$ cat src/rtl/smc_pkg.sv
// Shared types and sizes for the six-transistor serial loader.
// Optional feature macro: SMC_CLAMP_EN (zero fields stored as 1, out_err reported).
package smc_pkg;

    localparam int NUM_TR = 6;
    localparam int DW     = 3;
    localparam int OW     = 10;
    localparam int CW     = 3;

    localparam logic [CW-1:0] LAST_IDX = CW'(NUM_TR - 1);

    typedef struct packed {
        logic [DW-1:0] w;
        logic [DW-1:0] vgs;
        logic [DW-1:0] vds;
    } tr_t;

    typedef enum logic [1:0] {
        IDLE,
        LOAD,
        CALC,
        DONE
    } smc_state_e;

    // Replace an illegal zero field with the smallest legal value.
    function automatic logic [DW-1:0] fix_field(input logic [DW-1:0] f);
        return (f == '0) ? DW'(1) : f;
    endfunction

    function automatic tr_t clamp_tr(input tr_t t);
        tr_t r;
        r.w   = fix_field(t.w);
        r.vgs = fix_field(t.vgs);
        r.vds = fix_field(t.vds);
        return r;
    endfunction

    function automatic logic has_zero(input tr_t t);
        return (t.w == '0) || (t.vgs == '0) || (t.vds == '0);
    endfunction

endpackage

$ cat src/rtl/smc_frame_buf.sv
// Six-entry transistor register file feeding the calculator operand ports.
// Optional feature macro: SMC_CLAMP_EN (clamps zero fields, reports zero_hit).
module smc_frame_buf
    import smc_pkg::*;
(
    input  logic          clk,
    input  logic          rst,
    input  logic          we,
    input  logic [CW-1:0] idx,
    input  tr_t           din,
`ifdef SMC_CLAMP_EN
    output logic          zero_hit,
`endif
    output logic [DW-1:0] W_0,
    output logic [DW-1:0] V_GS_0,
    output logic [DW-1:0] V_DS_0,
    output logic [DW-1:0] W_1,
    output logic [DW-1:0] V_GS_1,
    output logic [DW-1:0] V_DS_1,
    output logic [DW-1:0] W_2,
    output logic [DW-1:0] V_GS_2,
    output logic [DW-1:0] V_DS_2,
    output logic [DW-1:0] W_3,
    output logic [DW-1:0] V_GS_3,
    output logic [DW-1:0] V_DS_3,
    output logic [DW-1:0] W_4,
    output logic [DW-1:0] V_GS_4,
    output logic [DW-1:0] V_DS_4,
    output logic [DW-1:0] W_5,
    output logic [DW-1:0] V_GS_5,
    output logic [DW-1:0] V_DS_5
);

    tr_t [NUM_TR-1:0] ent;
    tr_t              wdata;

`ifdef SMC_CLAMP_EN
    assign wdata    = clamp_tr(din);
    assign zero_hit = has_zero(din);
`else
    assign wdata    = din;
`endif

    // Each entry changes only on the beat addressed to it.
    always_ff @(posedge clk) begin
        if (rst) begin
            ent <= '0;
        end else begin
            for (int k = 0; k < NUM_TR; k++) begin
                if (we && (idx == CW'(k))) begin
                    ent[k] <= wdata;
                end
            end
        end
    end

    assign W_0    = ent[0].w;
    assign V_GS_0 = ent[0].vgs;
    assign V_DS_0 = ent[0].vds;
    assign W_1    = ent[1].w;
    assign V_GS_1 = ent[1].vgs;
    assign V_DS_1 = ent[1].vds;
    assign W_2    = ent[2].w;
    assign V_GS_2 = ent[2].vgs;
    assign V_DS_2 = ent[2].vds;
    assign W_3    = ent[3].w;
    assign V_GS_3 = ent[3].vgs;
    assign V_DS_3 = ent[3].vds;
    assign W_4    = ent[4].w;
    assign V_GS_4 = ent[4].vgs;
    assign V_DS_4 = ent[4].vds;
    assign W_5    = ent[5].w;
    assign V_GS_5 = ent[5].vgs;
    assign V_DS_5 = ent[5].vds;

endmodule

$ cat src/rtl/smc_serial_loader.sv
// Serial beat loader and result capture for the six-transistor calculator.
// Optional feature macro: SMC_CLAMP_EN (zero-field clamp and out_err flag).
module smc_serial_loader
    import smc_pkg::*;
(
    input  logic          clk,
    input  logic          rst,
    input  logic          in_valid,
    output logic          in_ready,
    input  logic [DW-1:0] w_in,
    input  logic [DW-1:0] vgs_in,
    input  logic [DW-1:0] vds_in,
    input  logic [1:0]    mode_in,
    output logic [DW-1:0] W_0,
    output logic [DW-1:0] V_GS_0,
    output logic [DW-1:0] V_DS_0,
    output logic [DW-1:0] W_1,
    output logic [DW-1:0] V_GS_1,
    output logic [DW-1:0] V_DS_1,
    output logic [DW-1:0] W_2,
    output logic [DW-1:0] V_GS_2,
    output logic [DW-1:0] V_DS_2,
    output logic [DW-1:0] W_3,
    output logic [DW-1:0] V_GS_3,
    output logic [DW-1:0] V_DS_3,
    output logic [DW-1:0] W_4,
    output logic [DW-1:0] V_GS_4,
    output logic [DW-1:0] V_DS_4,
    output logic [DW-1:0] W_5,
    output logic [DW-1:0] V_GS_5,
    output logic [DW-1:0] V_DS_5,
    output logic [1:0]    mode,
    input  logic [OW-1:0] out_n,
    output logic          out_valid,
    output logic [OW-1:0] out_data,
    output logic          out_err
);

    smc_state_e    state;
    logic [CW-1:0] cnt;
    logic          accept;
    tr_t           beat;

    assign accept   = in_valid && in_ready;
    assign beat.w   = w_in;
    assign beat.vgs = vgs_in;
    assign beat.vds = vds_in;

`ifdef SMC_CLAMP_EN
    logic zero_hit;
    logic flag;
`endif

    smc_frame_buf u_buf (
        .clk      (clk),
        .rst      (rst),
        .we       (accept),
        .idx      (cnt),
        .din      (beat),
`ifdef SMC_CLAMP_EN
        .zero_hit (zero_hit),
`endif
        .W_0      (W_0),
        .V_GS_0   (V_GS_0),
        .V_DS_0   (V_DS_0),
        .W_1      (W_1),
        .V_GS_1   (V_GS_1),
        .V_DS_1   (V_DS_1),
        .W_2      (W_2),
        .V_GS_2   (V_GS_2),
        .V_DS_2   (V_DS_2),
        .W_3      (W_3),
        .V_GS_3   (V_GS_3),
        .V_DS_3   (V_DS_3),
        .W_4      (W_4),
        .V_GS_4   (V_GS_4),
        .V_DS_4   (V_DS_4),
        .W_5      (W_5),
        .V_GS_5   (V_GS_5),
        .V_DS_5   (V_DS_5)
    );

    // Frame sequencing, beat counting and result capture with registered outputs.
    always_ff @(posedge clk) begin
        if (rst) begin
            state     <= IDLE;
            cnt       <= '0;
            in_ready  <= 1'b1;
            mode      <= '0;
            out_valid <= 1'b0;
            out_data  <= '0;
        end else begin
            unique case (state)
                IDLE: begin
                    if (accept) begin
                        mode  <= mode_in;
                        cnt   <= CW'(1);
                        state <= LOAD;
                    end
                end
                LOAD: begin
                    if (accept) begin
                        if (cnt == LAST_IDX) begin
                            cnt      <= '0;
                            in_ready <= 1'b0;
                            state    <= CALC;
                        end else begin
                            cnt <= cnt + CW'(1);
                        end
                    end
                end
                CALC: begin
                    out_data  <= out_n;
                    out_valid <= 1'b1;
                    state     <= DONE;
                end
                DONE: begin
                    out_valid <= 1'b0;
                    in_ready  <= 1'b1;
                    state     <= IDLE;
                end
                default: begin
                    state <= IDLE;
                end
            endcase
        end
    end

`ifdef SMC_CLAMP_EN
    // Sticky zero-field flag, restarted by beat 0 and published with the result.
    always_ff @(posedge clk) begin
        if (rst) begin
            flag    <= 1'b0;
            out_err <= 1'b0;
        end else begin
            if (accept) begin
                flag <= (state == IDLE) ? zero_hit : (flag | zero_hit);
            end
            if (state == CALC) begin
                out_err <= flag;
            end
        end
    end
`else
    assign out_err = 1'b0;
`endif

endmodule

$ cat config.mk
export PLATFORM = sky130hd
export DESIGN_NAME = smc_serial_loader
export DESIGN_NICKNAME = d
export VERILOG_FILES = /design/src/rtl/smc_pkg.sv /design/src/rtl/smc_frame_buf.sv /design/src/rtl/smc_serial_loader.sv
export SDC_FILE = /design/constraint.sdc
export NUM_CORES = 1
export LEC_CHECK = 0
export ABC_AREA = 1
export CAP_MARGIN = 15
export CORE_ASPECT_RATIO = 0.75
export CORE_MARGIN = 4
export CORE_UTILIZATION = 35
export DETAILED_ROUTE_END_ITERATION = 8
export DONT_BUFFER_PORTS = 1
export HOLD_SLACK_MARGIN = 0.05
export SLEW_MARGIN = 10
export SYNTH_ARGS = -nofsm -noshare
export SYNTH_HDL_FRONTEND = slang
export SYNTH_HIERARCHICAL = 1
export SYNTH_SLANG_ARGS = --single-unit
$ cat constraint.sdc
create_clock -name clk -period 1.7 [get_ports clk]
set_clock_uncertainty 0.1 [all_clocks]
set_input_delay 0.51 -clock clk [delete_from_list [all_inputs] [get_ports clk]]
set_output_delay 0.51 -clock clk [all_outputs]
set_load 0.1 [all_outputs]
# After elaboration in Yosys (flattened, before gate mapping)
# Cells that the tools add are included.
[totals]
ff_bits = 73
in_bits = 24
output_inout_bits = 69
elab_cells = 64
[classes]
n_addsub = 1
n_eq_ne = 11
mux = 12
n_reduce_logical = 16
[ops]
columns = ["cell", "n"]
rows = [
  ["$mux W3", 3],
  ["$reduce_and A3 Y1", 3],
  ["$pmux W2 S4", 1],
  ["$logic_and A1 B1 Y1", 7],
  ["$eq A3 B2 Y1 const B", 2],
  ["$eq A3 B3 Y1 const B", 2],
  ["$mux W2", 3],
  ["$pmux W3 S2", 1],
  ["$reduce_bool A2 Y1", 3],
  ["$eq A2 B2 Y1 const B", 2],
  ["$ne A2 B1 Y1 const B", 2],
  ["$pmux W1 S2", 2],
  ["$add A3 B1 Y3 const B", 1],
  ["$eq A3 B1 Y1 const B", 1],
  ["$logic_not A3 Y1", 1],
  ["$eq A2 B1 Y1 const B", 1],
  ["$logic_not A2 Y1", 1],
  ["$mux W1", 2],
  ["$ne A2 B2 Y1 const B", 1],
  ["$reduce_and A2 Y1", 1],
]

# Depth between registers and ports, before layout
[logic_depth]
ltp_word = 4
mapped_depth = 8
mapped_depth_nobuf = 8

# Hierarchy
# Netlist, hierarchy kept.
[modules_own_cells]
columns = ["mod", "n_inst", "cells_each", "area_per_inst_um2", "seq_area_each_um2"]
rows = [
  ["smc_frame_buf", 1, 313, 2185.8, 1081.0],
  ["smc_serial_loader", 1, 115, 837.1, 380.4],
]

# Least setup slack after synthesis
# Ideal clock, no wire load.
[synth_timing]
kind = "reg-to-reg"
startpoint = "register in_ready"
endpoint = "register u_buf.ent (netlist bit u_buf/V_GS_2[1])"
setup_ns = 0.117
t_arrival_ns = 1.856
required_time_ns = 1.483
slack_ns = -0.373
stages_incl_launch_ff = 9
path_buffers = 1
cell_sequence = "dfxtp_1 -> nand2_2 -> inv_1 -> inv_1 -> nor2_4 -> buf_2 -> nand3_1 -> nand2_1 -> nor2_1"
[synth_between]
elab_chain_cells = 2
[synth_lines]
columns = ["item", "line_no", "text"]
rows = [
  ["from (decl)", "smc_serial_loader.sv:9", "output logic in_ready,"],
  ["from (signal assigned)", "smc_serial_loader.sv:88", "in_ready <= 1'b1;"],
  ["from (signal assigned)", "smc_serial_loader.sv:105", "in_ready <= 1'b0;"],
  ["from (signal assigned)", "smc_serial_loader.sv:119", "in_ready <= 1'b1;"],
  ["$logic_and A1 B1 Y1", "smc_serial_loader.sv:44", "assign accept = in_valid && in_ready;"],
  ["via accept", "smc_serial_loader.sv:41", "logic accept;"],
  ["$logic_and A1 B1 Y1", "smc_frame_buf.sv:50", "if (we && (idx == CW'(k))) begin"],
  ["to (signal, indexed assignment)", "smc_frame_buf.sv:51", "ent[k] <= wdata;"],
  ["to (decl)", "smc_frame_buf.sv:34", "tr_t [NUM_TR-1:0] ent;"],
]
# The timed path passes the listed nets, and every way through them passes these cells.
# A chain may end at the register's enable or synchronous reset.

# Worst setup path in the final report
[layout_timing]
startpoint = "register u_buf.ent (netlist bit u_buf/V_GS_2[0])"
endpoint = "output V_GS_2[0]"
[layout_rtl]
columns = ["item", "line_no", "text"]
rows = [
  ["to (decl)", "smc_serial_loader.sv:21", "output logic [DW-1:0] V_GS_2,"],
]
# No word-level cell between the ends.

==> results.txt <==
----------------------------------------------------
[Status]
  Status ... completed

[Final layout]
  Biggest register ... out_data
  Total area of sequential cells ... 0.00147 mm²
  Number of flip-flops under the largest register name ... 10
  Layout Utilization ... around 46%
  Area delta synth->final ... 29.0%
  Total area of multi-input combinational cells ... 0.00138 mm²
  Filler Cell Count ... 884
  Antenna cells ... 0
  Fraction of layout instances using a drive strength above 1 ... 20.0%
  Total Nets Final ... 525

[Critical path]
  Largest incremental delay on the critical path ... 0.35 ns
  Maximum fanout count along the critical path ... 2
  Slowest library cell on the worst path ... sky130_fd_sc_hd__dfxtp_1
  CP Data Arrival Time ... 0.97 ns
  Critical Path End Type ... primary output
  Critical path start-end classification ... flip-flop to primary output
  Required time of the critical path ... 1.09 ns
  Cells traversed along the worst timing path ... buf_4
  Buffers & Inverters on Critical Path ... 1
  Crit start category ... flip-flop
  Largest delay share family, worst path ... flip-flops

[Yosys]
  Number of distinct library cells after synthesis ... 21
  Biggest area consumer among synthesized cells ... sky130_fd_sc_hd__dfxtp_1
  Cell count after synthesis ... 428
  Avg Inst Size Synth ... 7.06 µm²
  Synth Warn # ... 6
  Number of synthesized register bits ... 73
  Cell Area, Synth ... 0.00302 mm²
  Synth top area cells ... sky130_fd_sc_hd__dfxtp_1 48%, sky130_fd_sc_hd__nor2_1 18%, sky130_fd_sc_hd__nand3_1 10%
  Area share of the largest cell type after synthesis ... 48.3%
  Seq/Total Area, Yosys ... about half
  Total nets after synthesis ... 457

[Global route]
  Number of global-route vias before repair ... 2673
  Maximum number of pins on one net before global-route repair ... 55
  GR Util All Layers ... 16.4%
  Overall overflow remaining after global route ... 0
  Antenna violations before repair ... 0
  Global-route wire length before repair ... 13000 µm

[Hold path]
  Kind of path behind the tightest hold check ... input pin to flip-flop

[CTS]
  Clock tree sinks ... 73
  Total CTS buffers ... 9
  Post-CTS resize count ... 0
  Post-CTS clock slew at the launch and capture registers of the worst setup and hold paths ... 0.06 ns
  TritonCTS clock tree ... done
  Total of hold buffers inserted after clock tree synthesis ... 0
  Buffer levels on the longest clock path ... 2
  Cell at the root of the clock tree ... sky130_fd_sc_hd__clkbuf_16
  H-Tree Depth ... 3
  Clock latency on the worst-skew pair ... around 0.32 ns
  Count of buffers added by post-CTS timing repair for setup ... 0

[Floorplanning]
  Width of the chip ... 115 µm
  Core box area ... 0.00842 mm²
  IO Pins ... a little over 90
  Effective utilization at floorplan ... 35.9%
  Placement Rows ... 29
  Die height ... 88.5 µm
  Area of the die ... around 0.010 mm²

[Drt]
  Number of nets with antenna violations after detailed routing ... 0
  DR vias/cell ... 4.66
  Detailed Route Iter0 Violations ... 212
  Final wirelength ... about 8000 µm
  Remaining design rule violation count ... 0
  Vias post-DR ... roughly 2800
  WL per Instance ... 13.2 µm
  1st-pass router iterations ... 5

[Timing]
  Tcrit/Tclk final ... 92.8%
  Setup repair after global routing missed its margin ... false
  Min Hold Slack ... 0.159 ns
  Number of endpoints with negative hold slack in the final report ... 0
  Post-route setup TNS ... 0 ns
  Fin. max-slew vios ... 0
  Clock period minus worst slack ... 1.58 ns
  Maximum frequency from static timing analysis ... 0.634 GHz
  Setup violators final ... 0

[Power and ir drop]
  Static Leakage ... roughly 1.8 nW
  Total power per unit cell area ... 1820 mW/mm²
  Worst ir drop on vdd ... approximately 1.0 mV

[Placement]
  Placed wire-length estimate ... 5770 µm
  Port Buffers ... 0
  Global placement routability congestion ... 0.795

[Run]
  Max-cap viol count ... 0

----------------------------------------------------
## through the flow
step                      setup slack (ns)  cells  total power, mW  area, µm²
after floorplan                      0.140    428             4.85       3030
after global placement               0.103    593             5.41       3630
after detailed placement            0.0224    593             5.46       3630
after CTS                           0.0971    609             7.14       3890
after global routing                0.0139    609             7.47       3900
final                                0.122    609             7.08       3900
## logic make-up after synthesis
group | after synthesis | synth area share [%]
flip-flops | 73 | 48.3
AND/OR/NAND/NOR | 286 | 39.5
buffers and inverters | 41 | 6.21
adder cells (fa/ha/maj) | 5 | 2.07
AO/OA/AOI/OAI | 22 | 3.77
other | 1 | 0.124
## cells in the mapped netlist
master                     number
sky130_fd_sc_hd__a21oi_1        6
sky130_fd_sc_hd__buf_1          3
sky130_fd_sc_hd__buf_2          6
sky130_fd_sc_hd__buf_4          3
sky130_fd_sc_hd__buf_6          2
sky130_fd_sc_hd__clkinv_1       2
sky130_fd_sc_hd__conb_1         1
sky130_fd_sc_hd__dfxtp_1       73
sky130_fd_sc_hd__ha_1           5
sky130_fd_sc_hd__inv_1         22
sky130_fd_sc_hd__inv_2          3
sky130_fd_sc_hd__nand2_1       69
sky130_fd_sc_hd__nand2_2        1
sky130_fd_sc_hd__nand3_1       61
sky130_fd_sc_hd__nor2_1       144
sky130_fd_sc_hd__nor2_2         7
sky130_fd_sc_hd__nor2_4         3
sky130_fd_sc_hd__nor3_1         1
sky130_fd_sc_hd__o21ai_0       13
sky130_fd_sc_hd__o21ai_1        2
sky130_fd_sc_hd__o21ai_2        1
## power breakdown
group / leakage [nW] / switching (mW) / total, mW / internal [mW]
Sequential: 0.594 / 0.138 / 2.13 / 1.99
Clock: 0.130 / 0.664 / 1.64 / 0.978
Combinational: 1.09 / 2.65 / 3.31 / 0.660
## worst register-to-register path, stage by stage (launching register included)
cell and delay, ns:
sky130_fd_sc_hd__dfxtp_1 0.58, sky130_fd_sc_hd__inv_2 0.12, sky130_fd_sc_hd__nor2_4 0.36, sky130_fd_sc_hd__nand3_1 0.15, sky130_fd_sc_hd__nand2_1 0.08, sky130_fd_sc_hd__nor2_1 0.04
## routing by layer
layer / global-route usage [%] / routed length, µm
met1: 19.9 / 3470
met2: 25.7 / 3750
met3: 7.18 / 698
met4: 6.82 / 102
met5: 0 / 0
## final timing paths
| path | from | to | slack, ns | cells past startpoint |
|---|---|---|---|---|
| worst max-delay path | u_buf/V_GS_2[0] | V_GS_2[0] | 0.12 | 1 |
| worst min-delay path | rst | out_valid | 0.16 | 1 |
| worst min register to register | u_buf/W_2[2] | u_buf/W_2[2] | 0.38 | 2 |
| worst max register to register | cnt[0] | u_buf/V_DS_1[0] | 0.17 | 5 |
## layout by cell type (no fill, tap or decap)
master                        n
sky130_fd_sc_hd__inv_1       22
sky130_fd_sc_hd__nand2_1     69
sky130_fd_sc_hd__nor2_1     144
sky130_fd_sc_hd__dfxtp_1     72
sky130_fd_sc_hd__o21ai_0     13
sky130_fd_sc_hd__o21ai_1      2
sky130_fd_sc_hd__dfxtp_4      1
sky130_fd_sc_hd__clkbuf_1     3
sky130_fd_sc_hd__nand2_2      1
sky130_fd_sc_hd__clkinv_1     2
sky130_fd_sc_hd__nor2_4       5
sky130_fd_sc_hd__inv_2        3
sky130_fd_sc_hd__conb_1       1
sky130_fd_sc_hd__ha_1         5
sky130_fd_sc_hd__clkinv_2     4
sky130_fd_sc_hd__a21oi_1      6
sky130_fd_sc_hd__buf_12       2
sky130_fd_sc_hd__nor3_1       1
sky130_fd_sc_hd__nand3_1     61
sky130_fd_sc_hd__buf_4       69
sky130_fd_sc_hd__o21ai_2      1
sky130_fd_sc_hd__nor2_2       5
sky130_fd_sc_hd__clkbuf_16    9
## final cells by class
type / instances / share of cell area [%]
Inverter: 27 / 2.60
Clock inverter: 4 / 0.513
Multi-Input combinational cell: 314 / 35.5
Timing Repair Buffer: 71 / 14.3
Tap cell: 108 / 3.46
Sequential cell: 73 / 37.6
Clock buffer: 12 / 6.06
No activity file was read; power rests on OpenSTA's default activity.
